## config.mk

```make
export PLATFORM = sky130hd
export DESIGN_NAME = fetch_unit
export DESIGN_NICKNAME = d
export VERILOG_FILES = /design/src/rtl/fetch_unit.sv
export SDC_FILE = /design/constraint.sdc
export NUM_CORES = 1
export LEC_CHECK = 0
export CAP_MARGIN = 20
export CORE_MARGIN = 2
export CORE_UTILIZATION = 51
export CTS_CLUSTER_SIZE = 30
export DETAILED_ROUTE_END_ITERATION = 12
export HOLD_SLACK_MARGIN = 0.05
export PLACE_DENSITY = 0.82
export SLEW_MARGIN = 20
export SYNTH_ARGS = -nofsm -noshare
export SYNTH_HDL_FRONTEND = slang
export SYNTH_SLANG_ARGS = --single-unit
export TNS_END_PERCENT = 10
```

## constraint.sdc

```tcl
create_clock -name clk -period 6.7 [get_ports clk]
set_input_delay 0.67 -clock clk [delete_from_list [all_inputs] [get_ports clk]]
set_output_delay 0.67 -clock clk [all_outputs]
set_load 0.05 [all_outputs]
```

## src/rtl/fetch_unit.sv

```systemverilog
// MIPS instruction-fetch stage: owns the PC, fetches over req/ack,
// holds the instruction for decode and picks the next PC at retire.
module fetch_unit #(
  parameter logic [31:0] RESET_PC = 32'h0000_0000,
  parameter int          CNT_W    = 32
) (
  input  logic             clk,
  input  logic             resetn,
  output logic             imem_req,
  output logic [31:0]      imem_addr,
  input  logic             imem_ack,
  input  logic [31:0]      imem_rdata,
  output logic             instr_valid,
  output logic [31:0]      instr,
  output logic [5:0]       op,
  output logic [5:0]       funct,
  output logic [31:0]      pc,
  output logic [31:0]      pcplus4,
  input  logic             instr_ready,
  input  logic             pcsrc,
  input  logic             jump,
  output logic [CNT_W-1:0] retired
);

  typedef enum logic [1:0] {
    IDLE,
    FETCH,
    HOLD
  } state_t;

  state_t           r_state;
  state_t           w_next;
  logic [31:0]      r_pc;
  logic [31:0]      r_instr;
  logic [CNT_W-1:0] r_retired;
  logic [31:0]      w_pcplus4;
  logic [31:0]      w_brofs;
  logic [31:0]      w_next_pc;
  logic             w_take;
  logic             w_retire;

  assign w_pcplus4 = r_pc + 32'd4;
  assign w_brofs   = {{14{r_instr[15]}}, r_instr[15:0], 2'b00};

  // jump wins over branch when both are asserted
  always_comb begin
    w_next_pc = w_pcplus4;
    if (jump) begin
      w_next_pc = {w_pcplus4[31:28], r_instr[25:0], 2'b00};
    end else if (pcsrc) begin
      w_next_pc = w_pcplus4 + w_brofs;
    end
  end

  always_comb begin
    w_next      = r_state;
    w_take      = 1'b0;
    w_retire    = 1'b0;
    imem_req    = 1'b0;
    instr_valid = 1'b0;
    unique case (r_state)
      IDLE: begin
        w_next = FETCH;
      end
      FETCH: begin
        imem_req = 1'b1;
        if (imem_ack) begin
          w_take = 1'b1;
          w_next = HOLD;
        end
      end
      HOLD: begin
        instr_valid = 1'b1;
        if (instr_ready) begin
          w_retire = 1'b1;
          w_next   = FETCH;
        end
      end
      default: begin
        w_next = IDLE;
      end
    endcase
  end

  always_ff @(posedge clk or negedge resetn) begin
    if (!resetn) begin
      r_state   <= IDLE;
      r_pc      <= RESET_PC;
      r_instr   <= 32'd0;
      r_retired <= '0;
    end else begin
      r_state <= w_next;
      if (w_take) begin
        r_instr <= imem_rdata;
      end
      if (w_retire) begin
        r_pc      <= w_next_pc;
        r_retired <= r_retired + CNT_W'(1);
      end
    end
  end

  assign imem_addr = r_pc;
  assign pc        = r_pc;
  assign pcplus4   = w_pcplus4;
  assign instr     = r_instr;
  assign op        = r_instr[31:26];
  assign funct     = r_instr[5:0];
  assign retired   = r_retired;

endmodule

```

== Yosys cells after proc, flatten, opt, wreduce, memory -nomap -nowiden ==
Cells that the tools add are included.
Storage, ports and cells
  output and inout bits: 174
  register bits after elaboration: 98
Cells by class
  equality and inequality tests: 4
  reductions and logical operators: 2
  $add $sub $neg: 3
  muxes and demuxes: 11
Operators with widths (number)
  32-bit two-way mux: 2
  32-bit by 1-bit adder with 32-bit output, second input constant: 1
  32-bit by 3-bit adder with 32-bit output, second input constant: 1
  32-bit adder: 1
  1-bit two-way mux: 6
  2-bit one-hot mux with 3 select lines: 1
  2-bit two-way mux: 2
  2-bit != test, second input constant: 2
  2-bit by 1-bit equality test with 1-bit output, second input constant: 1
  2-bit equality test, second input constant: 1
  2-bit logical NOT: 1
  2-bit AND reduction: 1

== Depth between registers and ports, before layout ==
Gate-level depths: netlist of the first run.
  depth after elaboration: 4
  gate-level depth with buffers: 17
  mapped depth without buffers: 15

== Worst setup path after synthesis of the first run ==
OpenSTA, ideal clock, no wires.
  path type: reg2reg
  start point: reg r_pc[3], in the netlist imem_addr[3]
  end point: reg r_pc[31], in the netlist imem_addr[31]
  period minus slack after synthesis: 4.765 ns
  path buffers: 2
  stages on the path, launching flop included: 18
  arrival: 4.662 ns
  data required time: 6.596 ns
  setup slack: 1.935 ns
  path through: dfrtp_1 > ha_1 > nand4_1 > or4_1 > clkbuf_1 > nor2_1 > nand2_1 > xnor2_1 > ha_1 > clkbuf_1 > o21ai_0 > nor2_1 > o21a_1 > nor3_1 > o31ai_1 > nor2_1 > xnor2_1 > o311ai_1
On the way
  longest elaborated chain between the ends: 4
Ends and longest elaborated chain
  from (decl): RTL line 33  | logic [31:0] r_pc;
  from (signal assigned): RTL line 97  | r_pc <= w_next_pc;
  32-bit by 3-bit adder with 32-bit output: RTL line 42  | assign w_pcplus4 = r_pc + 32'd4;
  via pcplus4[26]: RTL line 18  | output logic [31:0] pcplus4,
  32-bit adder: RTL line 51  | w_next_pc = w_pcplus4 + w_brofs;
  32-bit two-way mux: RTL line 50  | end else if (pcsrc) begin
  32-bit two-way mux: RTL line 48  | if (jump) begin
The timed path passes the listed nets, and every way through them passes these cells.
A chain may end at the register's enable or synchronous reset.

== Final worst setup path of the first run ==
  start point: reg r_pc[4], in the netlist imem_addr[4]
  end point: out pcplus4[29]
On the way
  longest elaborated chain between the ends: 1
Ends and longest elaborated chain (RTL line)
  32-bit by 3-bit adder with 32-bit output: 42
  to (decl): 18
Every way passes these cells.

==> summary.md, run 1 <==
| Metric | Value |
|---|---|
| Status | finished clean |
| Pins Over Slew Limit | 0 |
| EDFF count, synth | 0 |
| Chip height | 120 µm |
| Die area | 14400 µm² |
| # diodes | 0 |
| Layout cells sized above 1 | 6.78% |
| Drc violations | 0 |
| DIE WIDTH | 120 µm |
| Post-synth top cells | dfrtp_1 (96), nand2_1 (71), xnor2_1 (50), nor2_1 (49), buf_4 (48) |
| Initial antenna violation count | 0 |
| Yosys reg bits | 96 |
| First-pass GRT wire length | 32.3 mm |
| Skew-Pair Late Insertion Delay | 360 ps |
| Drt wl/cell | 18.6 µm |
| Post-Syn Instances | 753 |
| Period utilization | 66.0% |
| Biggest area consumer among synthesized cells | dfrtp_1 |
| CTS tree | yes |
| CTS clk-pin slew, worst paths | 70 ps |
| Post-CTS setup buffer count | 0 |
| Clk buf depth | 2 |
| Worst Skew | 8.40 ps |
| Fin. Hold Viols | 0 |
| PortBufs | 205 |
| Drt total wl | 20.2 mm |
| Least-Margin Pin Slew | 1020 ps |
| # setup viols final | 0 |
| ANT nets after route | 0 |
| Final net count | 985 |
| Root buffer cell | clkbuf_16 |
| Synth cell types | 62 |
| Critical path class | flop to primary output |
| Crit path capture type | primary output |
| Fmax | 226 MHz |
| Vias/cell | 5.80 |
| Synth Flop Type | dfrtp_1 |
| Hold-fix buffers at CTS | 0 |
| Top-count cell post-synth | dfrtp_1 |
| Starting Density | 51.9% |
| Synth top area share | 35.1% |
| Crit-path max FO | 8 |
| FILL cells | 1055 |
| TritonRoute pass-1 iters | 5 |
| Critical Path AT | 3760 ps |
| Post-synthesis sequential area ratio | 35.1% |
| Hpwl dp | 14.7 mm |
| WP data required | 6030 ps |
| Number of buffers created by CTS | 9 |
| GRT Resource Usage Total | 28.6% |
| Core Area | 13200 µm² |
| Yosys warnings | 0 |
| Mapped Area | 6840 µm² |
| RSZ-0062 raised after global routing | false |
| Syn-to-layout area delta | 32.3% |
| Hold Path Class | input port to asynchronous set/reset pin |
| Avg Cell Area, Syn | 9.08 µm² |
| Routability congestion estimate | 0.922 |
| Clock sinks | 96 |
| Number of DRC markers in iteration 0 | 380 |
| Vias in the first global route | 6076 |
| Final Critical Period | 4430 ps |
| Vias after detailed routing | 6323 |
| Total gr overflow | 0 |
| Largest net degree at the start of global routing | 51 |
| Io pins | 212 |
| CTS H-Tree Depth | 3 |
| Async SR Flop Fraction | 100% |
| Max Cap Viol | 0 |
| Post-CTS sizing | 0 |
| Worst setup SP type | flop |
| Worst slew margin | 31.8% |
| Ranking of synthesized cells by area | dfrtp_1 (35%), ha_1 (6.8%), xnor2_1 (6.4%) |
| Fin Setup TNS | 0 ps |
| Placement row count | 42 |
==> sequential cells by signal (all words and copies together), names as in the netlist <==
register / cells
imem_addr: 30
retired: 32
instr: 32
r_state: 2
==> through the flow <==
step	setup WS, ps	cells	area (µm²)	util (%)	hold WS [ps]
final	2270	1090	9050	68.6	298
after global routing	2020	1090	9050	68.6	349
after CTS	2360	1090	9050	68.6	329
after detailed placement	2530	1074	8720	66.1	472
after global placement	2670	1074	8720	66.1	465
after floorplan	1930	758	6860	-	374
==> cell families (layout without fill, tap and decap cells) <==
kind of cell | count (synthesis) | after routing | synth area share, %
and+or+nand+nor | 240 | 240 | 17.7
AOI/OAI and AO/OA | 175 | 175 | 16.6
DFF | 96 | 96 | 35.1
buffers and inverters | 89 | 245 | 7.63
xor gates and xnor gates | 78 | 78 | 9.99
adders and majority gates | 38 | 38 | 7.06
muxes | 36 | 36 | 5.87
other | 1 | 6 | 0.0548
==> final cells by class <==
| type | count | area [µm²] | area share (%) |
|---|---|---|---|
| flip-flops and latches | 96 | 2400 | 26.6 |
| multi-input cells | 573 | 3940 | 43.5 |
| repair buffers | 211 | 2090 | 23.2 |
| well taps | 176 | 220 | 2.43 |
| clock buffers | 9 | 225 | 2.49 |
| clock inverters | 7 | 103 | 1.13 |
| inverters | 18 | 67.6 | 0.747 |
==> path summary, 6_finish.rpt <==
path | endpoint | depth (start not counted) | start | slack [ps]
hold reg to reg | retired[31] | 1 | retired[31] | 480
min in group clk | retired[31] | 1 | retired[31] | 480
setup / recovery | pcplus4[29] | 6 | imem_addr[4] | 2270
hold / removal | imem_addr[9] | 1 | resetn | 300
setup reg to reg | imem_addr[31] | 15 | imem_addr[7] | 2420
max in group asynchronous | imem_addr[15] | 2 | resetn | 5310
==> routing by layer <==
metal,vias up,wire length (µm),GRT usage (%)
met3,33,1380,5.66
li1,2974,-,-
met1,3049,8910,38.7
met5,-,0,0
met4,0,439,10.1
met2,267,9510,45.7
==> cells in the final DEF (no fill, tap or decap), drive strengths merged, types with 7 or more instances in the layout <==
master / Yosys / layout
nor3: 13 / 13
nand2: 71 / 71
clkbuf: 22 / 9
or3: 8 / 8
nand4: 13 / 13
o21a: 7 / 7
a211oi: 8 / 8
a21o: 13 / 13
a21oi: 45 / 45
clkdlybuf4s50: 0 / 204
xor2: 28 / 28
o21ai: 42 / 42
xnor2: 50 / 50
buf: 49 / 7
dfrtp: 96 / 96
nor2: 49 / 49
inv: 18 / 20
and3: 14 / 14
and4: 9 / 9
ha: 37 / 37
nand3: 36 / 36
mux2: 33 / 33
==> worst max-delay path, cell delays in order (launching register included) <==
cell and delay, ps:
dfrtp_1 540, nand3_2 190, or4_4 590, nor4_4 570, and3_1 300, xor2_1 330
clkdlybuf4s50_1 870
Power of run 1 is not shown: default switching activity piles up to over one toggle a cycle in this logic, so the estimate is an artifact.
==> run 2, diff against run 1 <==
- CORE_UTILIZATION: 51 -> 48
- PLACE_DENSITY: 0.82 -> 0.78
- clock period: 6.7 -> 4.55 ns (I/O delays scaled with it)
==> run 2 against run 1 <==
  * Setup slack worse by 1900 ps
  * Routed wire length up 0.78%
  * Clock skew up 5.1 ps
  * First-iteration DRC count up 19%
  * Via count down 0.14%
  * Final cell count up 1.1%
  * Critical endpoint is now imem_addr[27]
==> summary.md, run 2 (synthesized netlist as in run 1, its figures left out) <==
| Metric | Value |
|---|---|
| RSZ-0062 raised after global routing | false (unchanged) |
| Layout cells sized above 1 | 8.24% (was 6.78%) |
| Syn-to-layout area delta | 33.7% (was 32.3%) |
| TritonRoute pass-1 iters | 4 (was 5) |
| DP Cell Count | 1086 (was 1074) |
| Worst setup SP type | flop (unchanged) |
| Max Cap Viol | 0 (unchanged) |
| CTS clk-pin slew, worst paths | 70 ps (about the same) |
| Fin. Hold Viols | 0 (unchanged) |
| Root buffer cell | clkbuf_16 (unchanged) |
| Footprint of the multi-input gates | 3980 µm² (was 3940 µm²) |
| # setup viols final | 0 (unchanged) |
| Bufs and invs on worst path | 0 (was 1) |
| Number of buffers created by CTS | 9 (unchanged) |
| Clk buf depth | 2 (unchanged) |
| CP max stage cell | or4_1 (was clkdlybuf4s50_1) |
| Initial antenna violation count | 0 (unchanged) |
| GRT Resource Usage Total | 27.0% (was 28.6%) |
| Crit path capture type | flop (was primary output) |
| M1 GR Usage | 37.9% (was 38.7%) |
| ANT nets after route | 0 (unchanged) |
| Skew-Pair Late Insertion Delay | 360 ps (about the same) |
| DIE WIDTH | 123 µm (was 120 µm) |
| Cells along the critical path | ha_1 -> nand4_1 -> or4_1 -> nor2_1 -> nand2_1 -> xnor2_2 -> ha_1 -> o21ai_0 -> nor2_1 -> o41ai_1 -> a2bb2oi_1 -> a31oi_1 -> a311oi_1 -> xnor2_1 -> a211oi_1 (was nand3_2 -> or4_4 -> nor4_4 -> and3_1 -> xor2_1 -> clkdlybuf4s50_1) |
| M2 GR Usage | 42.3% (was 45.7%) |
| Hold-fix buffers at CTS | 0 (unchanged) |
| Final non-filler cell total | 1102 (was 1090) |
| Critical Path AT | 4450 ps (was 3760 ps) |
| CTS tree | yes (unchanged) |
| Critical path class | flop to flop (was flop to primary output) |
| CTS H-Tree Depth | 3 (unchanged) |
| # diodes | 0 (unchanged) |
| Highest-count cells in the layout ignoring fill and taps | clkdlybuf4s50_1 (204), dfrtp_1 (96), nand2_1 (71) (unchanged) |
| Post-CTS sizing | 0 (unchanged) |
| Period utilization | 92.0% |
| Met3 Usage GRT | 6.04% (was 5.66%) |
| Crit-path max FO | 6 (was 8) |
| Least-Margin Pin Slew | 1070 ps (was 1020 ps) |
| Total gr overflow | 0 (unchanged) |
| Io pins | 212 (unchanged) |
| Drt total wl | 20.4 mm (was 20.2 mm) |
| Hpwl dp | 15.1 mm (was 14.7 mm) |
| Status | finished clean (unchanged) |
| Largest net degree at the start of global routing | 51 (unchanged) |
| Placement row count | 43 (was 42) |
| Max incr delay on CP | 540 ps (was 870 ps) |
| WP data required | 4820 ps (was 6030 ps) |
| Drc violations | 0 (unchanged) |
| Final net count | 993 (was 985) |
| Routability congestion estimate | 0.887 (was 0.922) |
| Vias in the first global route | 5903 (was 6076) |
| Final Critical Period | 4180 ps |
| PortBufs | 205 (unchanged) |
| Die area | 15200 µm² (was 14400 µm²) |
| Core Area | 13900 µm² (was 13200 µm²) |
| Hold Path Class | input port to asynchronous set/reset pin (unchanged) |
| Worst slew margin | 28.7% (was 31.8%) |
| Clock sinks | 96 (unchanged) |
| FILL cells | 1166 (was 1055) |
| Fmax | 239 MHz |
| Vias after detailed routing | 6314 (was 6323) |
| Worst Skew | 13.5 ps (was 8.40 ps) |
| Chip height | 123 µm (was 120 µm) |
| GRT busiest layer | met2 (unchanged) |
| Vias/cell | 5.73 (was 5.80) |
| Top delay family on crit path | compound AO/OA/AOI/OAI gates (was simple AND/OR/NAND/NOR gates) |
| Pins Over Slew Limit | 0 (unchanged) |
| Sequential Area | 2400 µm² (unchanged) |
| Drt wl/cell | 18.5 µm (was 18.6 µm) |
| Number of DRC markers in iteration 0 | 454 (was 380) |
| Post-CTS setup buffer count | 0 (unchanged) |
| Commonest non-fill, non-tap cell in the layout | clkdlybuf4s50_1 (unchanged) |
| First-pass GRT wire length | 31.9 mm (was 32.3 mm) |
| Starting Density | 49.3% (was 51.9%) |
-- run 2: changes by cell type in the layout (fill, tap and decap cells not counted), sizes merged --
cell / previous run / this run
clkinv: 4 / 2
inv: 20 / 22
buf: 7 / 15
-- run 2: area by class of cell --
cell class / count / share of cell area (%)
timing repair buffer: 219 / 23.6
clock buffer: 9 / 2.46
multi-input combinational: 573 / 43.5
sequential: 96 / 26.3
tap: 180 / 2.46
inverter: 18 / 0.739
clock inverter: 7 / 1.07
-- run 2: worst paths after layout --
check | startpoint | to | slack (ps) | cells after the start
max in group asynchronous | resetn | instr[20] | 3360 | 2
min in group clk | retired[31] | retired[31] | 480 | 1
worst max register to register | imem_addr[2] | imem_addr[27] | 370 | 15
worst min-delay path | resetn | instr[7] | 120 | 1
worst max-delay path | imem_addr[2] | imem_addr[27] | 370 | 15
worst min register to register | retired[31] | retired[31] | 480 | 1
-- run 2: per-stage QoR --
step / hold WS, ps / util, % / TNS (ps) / setup WS [ps] / instance area [µm²]
after floorplan: 159 / - / -58.2 / -58.2 / 6890
after global placement: 468 / 63.5 / 0 / 532 / 8810
after detailed placement: 474 / 63.5 / 0 / 414 / 8810
after CTS: 136 / 65.8 / 0 / 400 / 9140
after global routing: 166 / 65.9 / 0 / 50.6 / 9150
final: 118 / 65.9 / 0 / 365 / 9150
-- run 2: routing by layer --
metal / up-vias / routed length, µm
li1: 2997 / -
met4: 0 / 246
met2: 222 / 9540
met3: 19 / 1410
met1: 3076 / 9200
met5: - / 0
Power of run 2 is left out for the same reason.
==> run 3, diff against run 2 <==
- CTS_CLUSTER_SIZE: 30 -> 25
==> results of run 3 <==
No change in the layout: final DEF, timing and power equal those of run 2.
Power of run 3 is left out for the same reason.
